==> config.mk <==
export PLATFORM = sky130hd
export DESIGN_NAME = uart_rx_fifo
export DESIGN_NICKNAME = d
export VERILOG_FILES = /design/src/rtl/uart_rx_fifo.sv
export SDC_FILE = /design/constraint.sdc
export NUM_CORES = 1
export LEC_CHECK = 0
export CAP_MARGIN = 0
export CORE_UTILIZATION = 61
export DETAILED_ROUTE_END_ITERATION = 16
export PLACE_DENSITY = 0.81
export SYNTH_ARGS = -nofsm -noshare
export SYNTH_HDL_FRONTEND = slang
export SYNTH_SLANG_ARGS = --single-unit
==> constraint.sdc <==
create_clock -name clk -period 5.55 [get_ports clk]
set_input_delay 1.11 -clock clk [delete_from_list [all_inputs] [get_ports clk]]
set_output_delay 1.11 -clock clk [all_outputs]
set_load 0.005 [all_outputs]
==> src/rtl/uart_rx_fifo.sv <==
// Receive-side byte FIFO for a UART: show-ahead head register, sticky overflow.
// Define UART_RX_FIFO_LEVEL_EN to expose the fill level on port level.
module uart_rx_fifo #(
    parameter int DATA_W = 8,
    parameter int ADDR_W = 4
) (
    input  logic              clk,
    input  logic              reset,
    input  logic              rx_done_tick,
    input  logic [DATA_W-1:0] din,
    input  logic              rd,
    input  logic              clr_ovf,
    output logic [DATA_W-1:0] r_data,
    output logic              empty,
    output logic              full,
    output logic              overflow
`ifdef UART_RX_FIFO_LEVEL_EN
    ,
    output logic [ADDR_W:0]   level
`endif
);

    localparam int DEPTH = 1 << ADDR_W;
    localparam logic [ADDR_W:0] FULL_CNT = {1'b1, {ADDR_W{1'b0}}};

    logic [DATA_W-1:0] mem_q [DEPTH];
    logic [ADDR_W-1:0] wr_ptr_q, wr_ptr_d;
    logic [ADDR_W-1:0] rd_ptr_q, rd_ptr_d;
    logic [ADDR_W:0]   count_q, count_d;
    logic              overflow_q, overflow_d;
    logic [DATA_W-1:0] r_data_q, r_data_d;
    logic              do_rd, do_wr, drop;

    always_comb begin
        empty = (count_q == '0);
        full  = (count_q == FULL_CNT);
        do_rd = rd & ~empty;
        // A pop frees a slot in the same cycle, so a full FIFO can still accept.
        do_wr = rx_done_tick & (~full | do_rd);
        drop  = rx_done_tick & full & ~rd;

        wr_ptr_d   = wr_ptr_q;
        rd_ptr_d   = rd_ptr_q;
        count_d    = count_q;
        overflow_d = overflow_q;
        r_data_d   = r_data_q;

        if (reset) begin
            wr_ptr_d   = '0;
            rd_ptr_d   = '0;
            count_d    = '0;
            overflow_d = 1'b0;
            r_data_d   = '0;
        end else begin
            if (do_wr) wr_ptr_d = wr_ptr_q + ADDR_W'(1);
            if (do_rd) rd_ptr_d = rd_ptr_q + ADDR_W'(1);
            case ({do_wr, do_rd})
                2'b10:   count_d = count_q + (ADDR_W+1)'(1);
                2'b01:   count_d = count_q - (ADDR_W+1)'(1);
                default: count_d = count_q;
            endcase
            if (drop)         overflow_d = 1'b1;
            else if (clr_ovf) overflow_d = 1'b0;
            // Bypass the incoming byte when it lands in the next head slot.
            if (do_wr && (wr_ptr_q == rd_ptr_d)) r_data_d = din;
            else                                 r_data_d = mem_q[rd_ptr_d];
        end
    end

    always_ff @(posedge clk) begin
        wr_ptr_q   <= wr_ptr_d;
        rd_ptr_q   <= rd_ptr_d;
        count_q    <= count_d;
        overflow_q <= overflow_d;
        r_data_q   <= r_data_d;
    end

    always_ff @(posedge clk) begin
        if (!reset && do_wr) mem_q[wr_ptr_q] <= din;
    end

    assign r_data   = r_data_q;
    assign overflow = overflow_q;
`ifdef UART_RX_FIFO_LEVEL_EN
    assign level    = count_q;
`endif

endmodule
==> impl_metrics.env <==
export IMPL_cts_num_sinks=150
export IMPL_sw_frac_of_total=0.329
export IMPL_mappedNetlistNets=527
export IMPL_worst_hold_slack_after_final_layout_ps=478
export IMPL_fin_crit_sh=0.676
export IMPL_cts_root_to_sink_buffers=2
export IMPL_cpLargestDelayFamily="compound AO/OA/AOI/OAI gates"
export IMPL_path_class="in2reg"
export IMPL_post_cts_resize_count=0
export IMPL_root_buffer="sky130_fd_sc_hd__clkbuf_16"
export IMPL_floorplan_die_height_um=113
export IMPL_maximum_number_of_pins_on_one_net_before_global_route_repair=47
export IMPL_die_width_um=113
export IMPL_total_leakage_power_nw=2.56
export IMPL_post_synth_mux_area_share=0.198
export IMPL_final_setup_skew_ps=5.01
export IMPL_placeableCoreArea_um2=12000
export IMPL_first_drt_iteration_drcs=566
export IMPL_post_synth_main_area_contributors="sky130_fd_sc_hd__edfxtp_1 (52%), sky130_fd_sc_hd__mux4_2 (18%), sky130_fd_sc_hd__dfxtp_1 (5.9%)"
export IMPL_area_growth_pct=11.1
export IMPL_critPathBufInv=2
export IMPL_most_numerous_cell_in_the_yosys_netlist="sky130_fd_sc_hd__edfxtp_1"
export IMPL_syn_area_um2=7450
export IMPL_crit_path_cell_trace="clkdlybuf4s50_1 > inv_1 > a211oi_1 > xor2_1 > ha_1 > o31a_1 > nor3_1 > and3_1 > o21ai_0 > a21oi_1"
export IMPL_first_global_vias=4827
export IMPL_final_setup_viol_count=0
export IMPL_cts_made_buffers=17
export IMPL_p_switching_mw=1.29
export IMPL_min_period_ps=3750
export IMPL_die_outline_area_um2=12700
export IMPL_cts_hold_repair_buffers=0
export IMPL_detail_route_antenna_nets=0
export IMPL_synth_xor_area_frac=0.0183
export IMPL_yosysSeqAreaShare=0.575
export IMPL_combPwrFrac=0.368
export IMPL_power_share_sequential=0.355
export IMPL_routedWlPerCell_um=25.9
export IMPL_end_kind="flip-flop"
export IMPL_cp_data_arrival_time_ps=4110
export IMPL_layout_nets=539
export IMPL_place_detailed_hpwl_um=10900
export IMPL_async_reset_ff_frac=0
export IMPL_vdd_drop_max_v=0.000294
export IMPL_share_clk_of_total_power=0.277
export IMPL_holdCritPathClass="reg2reg"
export IMPL_final_setup_worst_slack_ps=1800
export IMPL_cts_htree_levels=4
export IMPL_vias=4851
export IMPL_timing_slew_headroom=0.371
export IMPL_netlist_area_leader_share=0.516
export IMPL_fin_tns_setup_ps=0
export IMPL_diodes=0
export IMPL_gp_congestion=0.869
export IMPL_synthAdderAreaFrac=0.0118
export IMPL_yosys_warnings=0
export IMPL_synth_top_family_by_area="multiplexers"
export IMPL_yosys_area_share_simple=0.0732
export IMPL_vias_per_cell=7.15
export IMPL_ys_seq_elements=150
export IMPL_worstSetupStartpointType="input pin"
export IMPL_fill_cells=777
export IMPL_syn_inst=507
export IMPL_io_buffer_count=23
export IMPL_grt_overflow_total=0
export IMPL_max_cap_violations=0
export IMPL_io_pins=24
export IMPL_floorplan_initialDensity=0.623
export IMPL_max_clock_freq_mhz=267
export IMPL_yosysTopAreaCell="sky130_fd_sc_hd__edfxtp_1"
export IMPL_postSynth_topFlopCell="sky130_fd_sc_hd__edfxtp_1"
export IMPL_rsz_0062_raised_after_global_routing="no"
export IMPL_drt_total_wl_um=17500
export IMPL_powerDensity_nw_per_um2=471
export IMPL_drive_gt1_frac=0.186
export IMPL_mapped_avg_cell_area_um2=14.7
export IMPL_hold_violations=0
export IMPL_rows=40
export IMPL_run_status="completed"
export IMPL_timing_critical_path_slowest_stage_cell="sky130_fd_sc_hd__clkdlybuf4s50_1"
export IMPL_post_cts_buffers=0
export IMPL_place_worst_setup_slack_ps=1480
export IMPL_clkSlewWorstSetupHoldPaths_ps=60
export IMPL_worstPathRequired_ps=5910
export IMPL_slew_violations=0
export IMPL_detail_route_first_pass_iterations=8
export IMPL_yosysUniqueCellTypes=52
export IMPL_tritoncts="yes"
export IMPL_global_route_wire_length_before_repair_um=27300
export IMPL_synth_compound_area_share=0.0967
export IMPL_grt_usage=0.299
export IMPL_drc_markers=0
export IMPL_intPower_mw=2.62
export IMPL_synth_edf_count=128
export IMPL_worst_slew_pin_transition_ps=940
export IMPL_synth_top_cells_by_count="sky130_fd_sc_hd__edfxtp_1 (128), sky130_fd_sc_hd__mux4_2 (58), sky130_fd_sc_hd__nor2_1 (51), sky130_fd_sc_hd__o21ai_0 (28), sky130_fd_sc_hd__dfxtp_1 (22)"
export IMPL_worst_path_max_fanout=14
export IMPL_timing_critical_path_slowest_cell_delay_ps=810
export IMPL_antenna_found_initial=0
export IMPL_clock_network_latency_to_the_later_pin_of_the_worst_skew_pair_ps=420
-- path summary, 6_finish.rpt --
| check | from | to | slack, ps | depth (start not counted) |
|---|---|---|---|---|
| min | overflow$_SDFFE_PP0P_ | overflow$_SDFFE_PP0P_ | 480 | 2 |
| max reg2reg | rd_ptr_q[0]$_SDFF_PP0_ | r_data[0]$_SDFF_PP0_ | 2070 | 6 |
| max | rd | count_q[4]$_SDFFE_PP0P_ | 1800 | 10 |
| min reg2reg | overflow$_SDFFE_PP0P_ | overflow$_SDFFE_PP0P_ | 480 | 2 |
-- worst min-delay path, stage by stage (launching register included) --
cell	delay, ps
sky130_fd_sc_hd__dfxtp_1	310
sky130_fd_sc_hd__nand2b_1	70
sky130_fd_sc_hd__a21oi_1	60
-- layout by cell type, fill, tap and decap left out, drive strengths merged, types with 3 or more instances in the layout --
| cell type | count |
|---|---|
| nand2b | 3 |
| nor2b | 14 |
| edfxtp | 128 |
| nand3 | 15 |
| xnor2 | 4 |
| clkinv | 5 |
| buf | 6 |
| inv | 4 |
| nor2 | 51 |
| mux4 | 58 |
| o22ai | 15 |
| o21ai | 32 |
| and3 | 3 |
| a311oi | 9 |
| mux2i | 17 |
| ha | 7 |
| a22oi | 7 |
| o211ai | 4 |
| clkinvlp | 3 |
| dfxtp | 22 |
| nand2 | 21 |
| clkdlybuf4s50 | 23 |
| clkbuf | 21 |
| a21oi | 17 |
| o311ai | 7 |
| xor2 | 9 |
-- logic make-up (layout without fill, tap and decap cells) --
logic type / Yosys count / after routing
flops: 150 / 150
simple gates: 116 / 116
compound gates: 105 / 105
mux: 75 / 75
buf+inv: 40 / 64
xor+xnor: 14 / 14
fa+ha+maj: 7 / 7
-- flip-flops by register name, indices dropped and copies added, names as in the netlist --
register  flops
mem_q       128
count_q       5
overflow      1
wr_ptr_q      4
rd_ptr_q      4
r_data        8
-- power groups by stage --
stage,combinational [mW],sequential (mW),clock [mW]
after floorplan,1.13,1.34,0
after global placement,1.37,1.40,0
after detailed placement,1.40,1.41,0
after CTS,1.43,1.39,1.09
after global routing,1.54,1.40,1.13
final,1.44,1.38,1.08
-- area by class of cell --
type	count	area (um^2)	area share
Clock buffer	21	440	0.0532
Clock inverter	10	108	0.0130
Inverter	4	15.0	0.00181
Multi-Input combinational cell	317	2970	0.358
Sequential cell	150	4290	0.518
Tap cell	147	184	0.0222
Timing Repair Buffer	29	275	0.0333
-- stage by stage --
step           instances   util  power, mW  area (um^2)
5_1_grt              678  0.692       4.06         8280
3_3_place_gp         647  0.646       2.77         7730
6_report             678  0.692       3.90         8280
2_1_floorplan        507      -       2.46         7450
4_1_cts              678  0.692       3.90         8280
3_5_place_dp         647  0.646       2.81         7730
-- layer usage --
metal | vias up | track usage | routed length (um) | part of all wire
met5 | - | 0 | 0 | 0
met2 | 337 | 0.472 | 8620 | 0.49
met1 | 2412 | 0.401 | 6670 | 0.38
met3 | 49 | 0.0756 | 1740 | 0.099
li1 | 2053 | - | - | -
met4 | 0 | 0.125 | 511 | 0.029
(Power assumes the default switching activity.)
